### src/rtl/led_ramp_scheduler.sv
// rtl/led_ramp_scheduler.sv - round-robin target arbiter and step-pulse ramp generator for the LED bar controller
// Optional LED_RAMP_ABORT_EN adds an abort input that cancels a ramp in progress.
module led_ramp_scheduler #(
    parameter int LEVELS   = 8,
    parameter int STEP_DIV = 4,
    localparam int LW      = $clog2(LEVELS)
) (
    input  logic          clk,
    input  logic          reset,
    input  logic          a_valid,
    input  logic [LW-1:0] a_level,
    output logic          a_ready,
    input  logic          b_valid,
    input  logic [LW-1:0] b_level,
    output logic          b_ready,
    output logic          up_pulse,
    output logic          down_pulse,
    output logic [LW-1:0] level,
    output logic          busy,
    output logic          owner_b
`ifdef LED_RAMP_ABORT_EN
    ,
    input  logic          abort
`endif
);

    localparam int DW = (STEP_DIV > 1) ? $clog2(STEP_DIV) : 1;
    localparam logic [LW-1:0] MAX_LVL  = LW'(LEVELS - 1);
    localparam logic [DW-1:0] DIV_LOAD = DW'(STEP_DIV - 1);

    typedef enum logic {S_IDLE, S_RAMP} state_t;

    state_t        r_state, w_state_nxt;
    logic [LW-1:0] r_level, w_level_nxt;
    logic [LW-1:0] r_target, w_target_nxt;
    logic [DW-1:0] r_div, w_div_nxt;
    logic          r_last_b, w_last_b_nxt;
    logic          r_owner_b, w_owner_b_nxt;
    logic          w_grant_a, w_grant_b, w_abort;
    logic [LW-1:0] w_req_level;

`ifdef LED_RAMP_ABORT_EN
    assign w_abort = abort;
`else
    assign w_abort = 1'b0;
`endif

    function automatic logic [LW-1:0] clamp_level(input logic [LW-1:0] lvl);
        if (int'(lvl) > LEVELS - 1) return MAX_LVL;
        return lvl;
    endfunction

    // Ties go to whichever requester was not granted last.
    assign w_grant_a   = a_valid && (!b_valid || r_last_b);
    assign w_grant_b   = b_valid && !w_grant_a;
    assign w_req_level = clamp_level(w_grant_b ? b_level : a_level);

    always_comb begin
        w_state_nxt   = r_state;
        w_level_nxt   = r_level;
        w_target_nxt  = r_target;
        w_div_nxt     = r_div;
        w_last_b_nxt  = r_last_b;
        w_owner_b_nxt = r_owner_b;
        a_ready       = 1'b0;
        b_ready       = 1'b0;
        up_pulse      = 1'b0;
        down_pulse    = 1'b0;
        case (r_state)
            S_IDLE: begin
                a_ready = w_grant_a;
                b_ready = w_grant_b;
                if (w_grant_a || w_grant_b) begin
                    w_target_nxt  = w_req_level;
                    w_last_b_nxt  = w_grant_b;
                    w_owner_b_nxt = w_grant_b;
                    w_div_nxt     = DIV_LOAD;
                    if (w_req_level != r_level) w_state_nxt = S_RAMP;
                end
            end
            S_RAMP: begin
                if (w_abort) begin
                    w_state_nxt = S_IDLE;
                end else if (r_div == '0) begin
                    up_pulse    = (r_target > r_level);
                    down_pulse  = !up_pulse;
                    w_level_nxt = up_pulse ? r_level + 1'b1 : r_level - 1'b1;
                    w_div_nxt   = DIV_LOAD;
                    if (w_level_nxt == r_target) w_state_nxt = S_IDLE;
                end else begin
                    w_div_nxt = r_div - 1'b1;
                end
            end
            default: w_state_nxt = S_IDLE;
        endcase
    end

    always_ff @(posedge clk or posedge reset) begin
        if (reset) begin
            r_state   <= S_IDLE;
            r_level   <= '0;
            r_target  <= '0;
            r_div     <= '0;
            r_last_b  <= 1'b1;
            r_owner_b <= 1'b0;
        end else begin
            r_state   <= w_state_nxt;
            r_level   <= w_level_nxt;
            r_target  <= w_target_nxt;
            r_div     <= w_div_nxt;
            r_last_b  <= w_last_b_nxt;
            r_owner_b <= w_owner_b_nxt;
        end
    end

    assign level   = r_level;
    assign busy    = (r_state == S_RAMP);
    assign owner_b = r_owner_b;

endmodule

### config.mk
export PLATFORM = sky130hd
export DESIGN_NAME = led_ramp_scheduler
export DESIGN_NICKNAME = d
export VERILOG_FILES = /design/src/rtl/led_ramp_scheduler.sv
export SDC_FILE = /design/constraint.sdc
export NUM_CORES = 1
export LEC_CHECK = 0
export BUFFER_PORTS_ARGS = -buffer_cell sky130_fd_sc_hd__buf_2
export CAP_MARGIN = 20
export CORE_UTILIZATION = 54
export DETAILED_ROUTE_END_ITERATION = 8
export PLACE_DENSITY = 0.9
export SYNTH_ARGS = -nofsm -noshare
export SYNTH_HDL_FRONTEND = slang
export SYNTH_SLANG_ARGS = --single-unit
### constraint.sdc
create_clock -name clk -period 5.9 [get_ports clk]
set_clock_uncertainty 0.2 [all_clocks]
set_input_delay 0.295 -clock clk [delete_from_list [all_inputs] [get_ports clk]]
set_output_delay 0.295 -clock clk [all_outputs]
set_load 0.03 [all_outputs]
# --- Word-level counts from Yosys, hierarchy flattened ---
# Index checks and enable logic that the tools add are counted.
word_totals:
  latch_bits: 0
  mem_bits_ro: 0
  elab_cells: 40
  mem_count: 0
  regBits: 11
  input_bits: 10
  ram_bits: 0
op_classes:
  bitwise_logic: 1
  shifts: 0
  eq_ne: 3
  add_sub_neg: 3
  n_mul: 0
  n_div: 0
  muxes: 16
  n_reduce_logical: 10
  order_cmp: 1
ops:
  columns: ["cell", "count"]
  rows:
  - ["1-bit two-way mux", 10]
  - ["3-bit two-way mux", 2]
  - ["2-bit two-way mux", 2]
  - ["2-bit one-hot mux with 2 select lines", 1]
  - ["2-bit AND reduction", 2]
  - ["3-bit by 1-bit adder with 3-bit output (second input constant)", 1]
  - ["3-bit equality test", 1]
  - ["3-bit > comparator", 1]
  - ["1-bit logical NOT", 3]
  - ["3-bit inequality test", 1]
  - ["3-bit by 1-bit subtractor with 3-bit output (second input constant)", 1]
  - ["1-bit logical AND", 2]
  - ["2-bit logical NOT", 1]
  - ["1-bit logical OR", 2]
  - ["2-bit inequality test (second input constant)", 1]
  - ["1-bit one-hot mux with 2 select lines", 1]
  - ["2-bit by 1-bit subtractor with 2-bit output (second input constant)", 1]
  - ["1-bit NOT", 1]

# --- Depth between registers and ports, before layout ---
depth:
  depth_word: 10
  mapped_depth: 12
  ltp_nobuf: 12

# --- Least setup slack after synthesis ---
# Ideal clock, no wire load.
synth_timing:
  kind: "reg-to-reg"
  startpoint: "reg r_level[1], in the netlist level[1]"
  endpoint: "reg r_state, in the netlist busy"
  stages_incl_launch_ff: 13
  setup_slack_ps: 2589
  n_path_buf: 0
  period_less_slack_ps: 3311
  arrival_time_ps: 3011
  path_cell_list: "dfrtp_1 inv_1 ha_1 nor2b_1 or2_2 a21oi_1 a21oi_1 fa_1 or3b_2 o311ai_1 a211oi_1 and3b_1 o32ai_1"
synth_via:
  elab_chain_len: 6
synth_lines:
  columns: ["element", "line", "text"]
  rows:
  - ["start: declaration", "34", "logic [LW-1:0] r_level, w_level_nxt;"]
  - ["start signal: assignment", "108", "r_level <= w_level_nxt;"]
  - ["3-bit by 1-bit subtractor with 3-bit output, or another cell as far along", "87", "w_level_nxt = up_pulse ? r_level + 1'b1 : r_level - 1'b1;"]
  - ["3-bit two-way mux", "87", null]
  - ["3-bit equality test", "89", "if (w_level_nxt == r_target) w_state_nxt = S_IDLE;"]
  - ["1-bit two-way mux", "89", null]
  - ["1-bit two-way mux", "84", "end else if (r_div == '0) begin"]
  - ["1-bit one-hot mux with 2 select lines *", "69", "case (r_state)"]
  - ["named net w_state_nxt", "33", "state_t r_state, w_state_nxt;"]
  - ["end signal: assignment", "107", "r_state <= w_state_nxt;"]
  - ["end: declaration", "33", null]
# Mark *: on every way through the listed nets, which the timed path passes. The rest lies on a longest branch.
# A chain may end at the register's enable or synchronous reset.

# --- Worst setup path after layout ---
# Same ends and word-level chain as after synthesis.

==> impl_summary.md <==
Logic synthesis
Of all flip-flops after synthesis, the portion carrying an async set or reset was 100%. The xor/xnor cell area share of the yosys netlist is 8.43%. In the synthesized netlist, the number of instances is 77.

The Yosys step of the flow raised 0 warnings. The simple-gate area share of the yosys netlist is 21.5%. In the synthesized netlist, mux cells make up 4.13% of the area.

In this run, synthesis inferred 0 flip-flops with an integrated enable. The post-synthesis compound-gate area fraction is 13.6%. Of the total synthesized cell area, the portion taken by full adders, half adders and majority gates is 9.64%. By count the netlist is led by 10 x sky130_fd_sc_hd__dfrtp_1, 9 x sky130_fd_sc_hd__inv_1, 7 x sky130_fd_sc_hd__xnor2_1.

The most area-hungry cell type in the Yosys netlist is sky130_fd_sc_hd__dfrtp_1. The combinational family with the most area after synthesis is simple AND/OR/NAND/NOR gates. The number of flip-flops and latches in the synthesized netlist is 11. The average footprint of a synthesized cell is 9.44 µm². The number of unique standard cell types used by synthesis is 31. The most used flip-flop cell after synthesis is sky130_fd_sc_hd__dfrtp_1. The number of nets in the synthesized netlist is 92.

Among all cell types in the netlist, the one instantiated most often is sky130_fd_sc_hd__dfrtp_1. The synthesized netlist occupies a cell area of 727 µm². By area the synthesized netlist is led by sky130_fd_sc_hd__dfrtp_1 34%, sky130_fd_sc_hd__xnor2_1 8.4%, sky130_fd_sc_hd__ha_1 6.9%, sky130_fd_sc_hd__inv_1 4.6%, sky130_fd_sc_hd__mux2i_1 4.1%. The sequential-to-total area share from yosys stat is 38.0%. The fraction of post-synthesis cell area in the top cell type by area is 34.4%.

Power and ir drop
The combinational cell fraction of total power is 64.7%. The share of power burned in the clock network is 9.2%. Net switching is 46.5% of the power. The maximum vdd ir drop is 0.000388 V. For this design the total switching power over the nets is 0.000264 W.

The sequential group share of total power is 26.2%. The leakage power of the design is 0.439 nW. The areal power density over the cells is 652 nW/µm². The design internal power is 0.000304 W.

Setup path
The arrival time of data at the critical path endpoint is 3290 ps. The nature of the critical path startpoint is a register. The cell that appears most often on the critical path is sky130_fd_sc_hd__a21oi_1. The delay of the slowest critical-path stage is 470 ps. The highest net fanout along the worst path is 6. Traced cell by cell, the critical path runs through inv_1 > ha_1 > nor2b_1 > or2_2 > a21oi_1 > a21oi_1 > fa_1 > or3b_2 > o311ai_1 > a211oi_1 > and3b_1 > o32ai_1. The family with the most delay on the worst path is simple AND/OR/NAND/NOR gates. The type of destination of the critical path is a register. The kind of critical path is register to register. The data required time of the worst path is 5860 ps.

The highest-delay cell along the critical path is sky130_fd_sc_hd__or3b_2. The flop-to-flop setup slack is 2580 ps. The number of buffers and inverters on the critical path is 1.

Clock tree
Counting every sink on the clock net gives 11. The clock-pin transition on the worst setup and hold timing paths is 70 ps. The master cell of the clock root buffer is sky130_fd_sc_hd__clkbuf_4. The clock reaches the later pin of the worst-skew pair after 260 ps. The number of gates resized after cts is 0.

The clock passes through at most 2 buffers. Counting the buffers created by CTS gives 3. The total number of H-tree levels is 1. TritonCTS built the clock tree.

Placed design
During placement, the flow inserted port buffers numbering 18. The congestion estimate from routability-driven global placement came to 0.796. Once placement finished, the instance area stood at 835 µm². The placed wire-length estimate is 1080 µm.

Die
The site row count is 12. The floorplan step set the die height to 38.7 µm. The starting density of the core is 62.1%. The horizontal extent of the die is 38.7 µm. 19 I/O pins were placed.

The area of the core is 1170 µm². The floorplan step defined a die boundary enclosing 1500 µm².

STA
In this run the tightest slew margin relative to its limit is 64.8%. The count of final setup violators is 0. The total negative setup slack is 0 ps. The minimum clock period is 3320 ps. For the pin with the worst max-slew slack, the measured transition is 524 ps. The final max-slew violation count came to 0. The number of hold violations in the final report is 0. Setup repair after global routing left no endpoint under its margin. The peak clock frequency supported by timing is 301 MHz. The worst path uses 56.3% of the clock period.

Layout
Fill cells in the final layout number 96. The design area is 871 µm². The number of diodes is 0. The area taken by flip-flops and latches is 277 µm². The fraction of the core area covered by cells at the end of the flow is 74.4%.

The post-route netlist has 27.0% of its cells at a drive strength greater than 1. Relative to the synthesized area, the layout overhead comes to 19.8%. The number of nets in the final layout is 116. The area of the multi-input gates is 417 µm².

Detailed routing
In the final routed layout, each cell accounts on average for 12.2 µm. The overall via count from detail_route is 606. The detailed router's first-iteration violation count is 12.

In this run the remaining antenna-violating nets after routing total 0. The sum of routed wire length over all layers is 1390 µm. The pre-antenna-repair detailed-routing pass consisted of 4 iterations. The average via count per standard cell is 5.32. The number of remaining DRC errors is 0.

Job
Across the run, the number of max-cap violations was 0.

Global route
Across every metal layer, demand over resource in global routing totals 22.5%. The first-pass GRT wire length is 2250 µm. The via count of the first global-routing pass is 554.

Global routing finished with a remaining overflow of 0. Entering global routing, the biggest net connects 12 pins. The initial antenna violation count is 0.

Outcome
The run finished with clean final reports.

Min path
In this run the worst hold path is classified as primary input to register.
-- path summary, 6_finish.rpt --
| path | start | endpoint | depth (start not counted) |
|---|---|---|---|
| worst min register to register | owner_b$_DFFE_PP0P_ | owner_b$_DFFE_PP0P_ | 1 |
| worst max register to register | level[1]$_DFFE_PP0P_ | busy$_DFF_PP0_ | 12 |
| worst min-delay path | a_valid | r_div[1]$_DFFE_PP0P_ | 3 |
| worst max-delay path | level[1]$_DFFE_PP0P_ | busy$_DFF_PP0_ | 12 |
| min in group asynchronous | reset | level[2]$_DFFE_PP0P_ | 3 |
| max in group asynchronous | reset | r_last_b$_DFFE_PP1P_ | 3 |
-- layer usage --
layer | GRT usage, % | share of wire [%] | vias up
li1 | - | - | 311
met1 | 27.5 | 48 | 272
met3 | 5.78 | 4.8 | 2
met5 | 0 | 0 | -
met2 | 37.5 | 46 | 21
met4 | 8.62 | 0.79 | 0
-- area by class of cell --
cell class	count	share of cell area, %
Clock buffer	4	3.02
Inverter	9	3.88
Multi-Input combinational cell	57	47.8
Sequential cell	11	31.8
Tap cell	14	2.01
Timing Repair Buffer	19	11.5
-- tightest hold or removal path, stage by stage --
cell and delay [ps]:
sky130_fd_sc_hd__buf_2 120, sky130_fd_sc_hd__nor4_1 60, sky130_fd_sc_hd__a21oi_1 120
-- registers in the layout (all words and copies together) (netlist names) --
name,flops
r_last_b,1
busy,1
owner_b,1
level,3
r_target,3
r_div,2
-- cells in the final DEF, fill, tap and decap left out, types with 2 or more instances in the layout --
cell / n
sky130_fd_sc_hd__or3b_2: 2
sky130_fd_sc_hd__nand2_1: 5
sky130_fd_sc_hd__xnor2_1: 7
sky130_fd_sc_hd__inv_1: 9
sky130_fd_sc_hd__buf_2: 18
sky130_fd_sc_hd__ha_1: 4
sky130_fd_sc_hd__nor2_1: 2
sky130_fd_sc_hd__and2_1: 2
sky130_fd_sc_hd__dfrtp_1: 10
sky130_fd_sc_hd__clkbuf_4: 3
sky130_fd_sc_hd__a21o_1: 2
sky130_fd_sc_hd__a21oi_1: 3
sky130_fd_sc_hd__or2b_2: 2
sky130_fd_sc_hd__nor4_1: 2
sky130_fd_sc_hd__mux2i_1: 3
sky130_fd_sc_hd__o21ai_0: 5
sky130_fd_sc_hd__nor3_1: 2
sky130_fd_sc_hd__nor2b_1: 2
-- cells by family (layout without fill, tap and decap cells) --
family,count (synthesis),count (layout)
simple gates,26,26
compound gates,16,16
flops,11,11
buf+inv,9,32
xor+xnor,7,7
fa+ha+maj,5,5
mux,3,3
-- stage by stage --
step	total power [W]	hold slack, ps	std cells	setup WS [ps]
final	0.000568	172	114	2580
after global routing	0.000628	168	114	2340
after CTS	0.000570	171	114	2610
after detailed placement	0.000517	110	109	2630
after global placement	0.000500	94.8	109	2690
after floorplan	0.000437	-53.3	77	2590
-- repair_timing --
item,CTS,global route
hold buffers,1,0
hold endpoints to repair,10,0
buffers inserted,0,0
-- power by group through the flow --
| stage | clock (W) | combinational (W) | sequential, W |
|---|---|---|---|
| after floorplan | 0 | 0.000262 | 0.000174 |
| after CTS | 0.0000529 | 0.000368 | 0.000149 |
| final | 0.0000521 | 0.000367 | 0.000149 |
| after global routing | 0.0000591 | 0.000416 | 0.000153 |
| after detailed placement | 0 | 0.000366 | 0.000151 |
| after global placement | 0 | 0.000352 | 0.000148 |
Power figures use the tool's default switching activity.
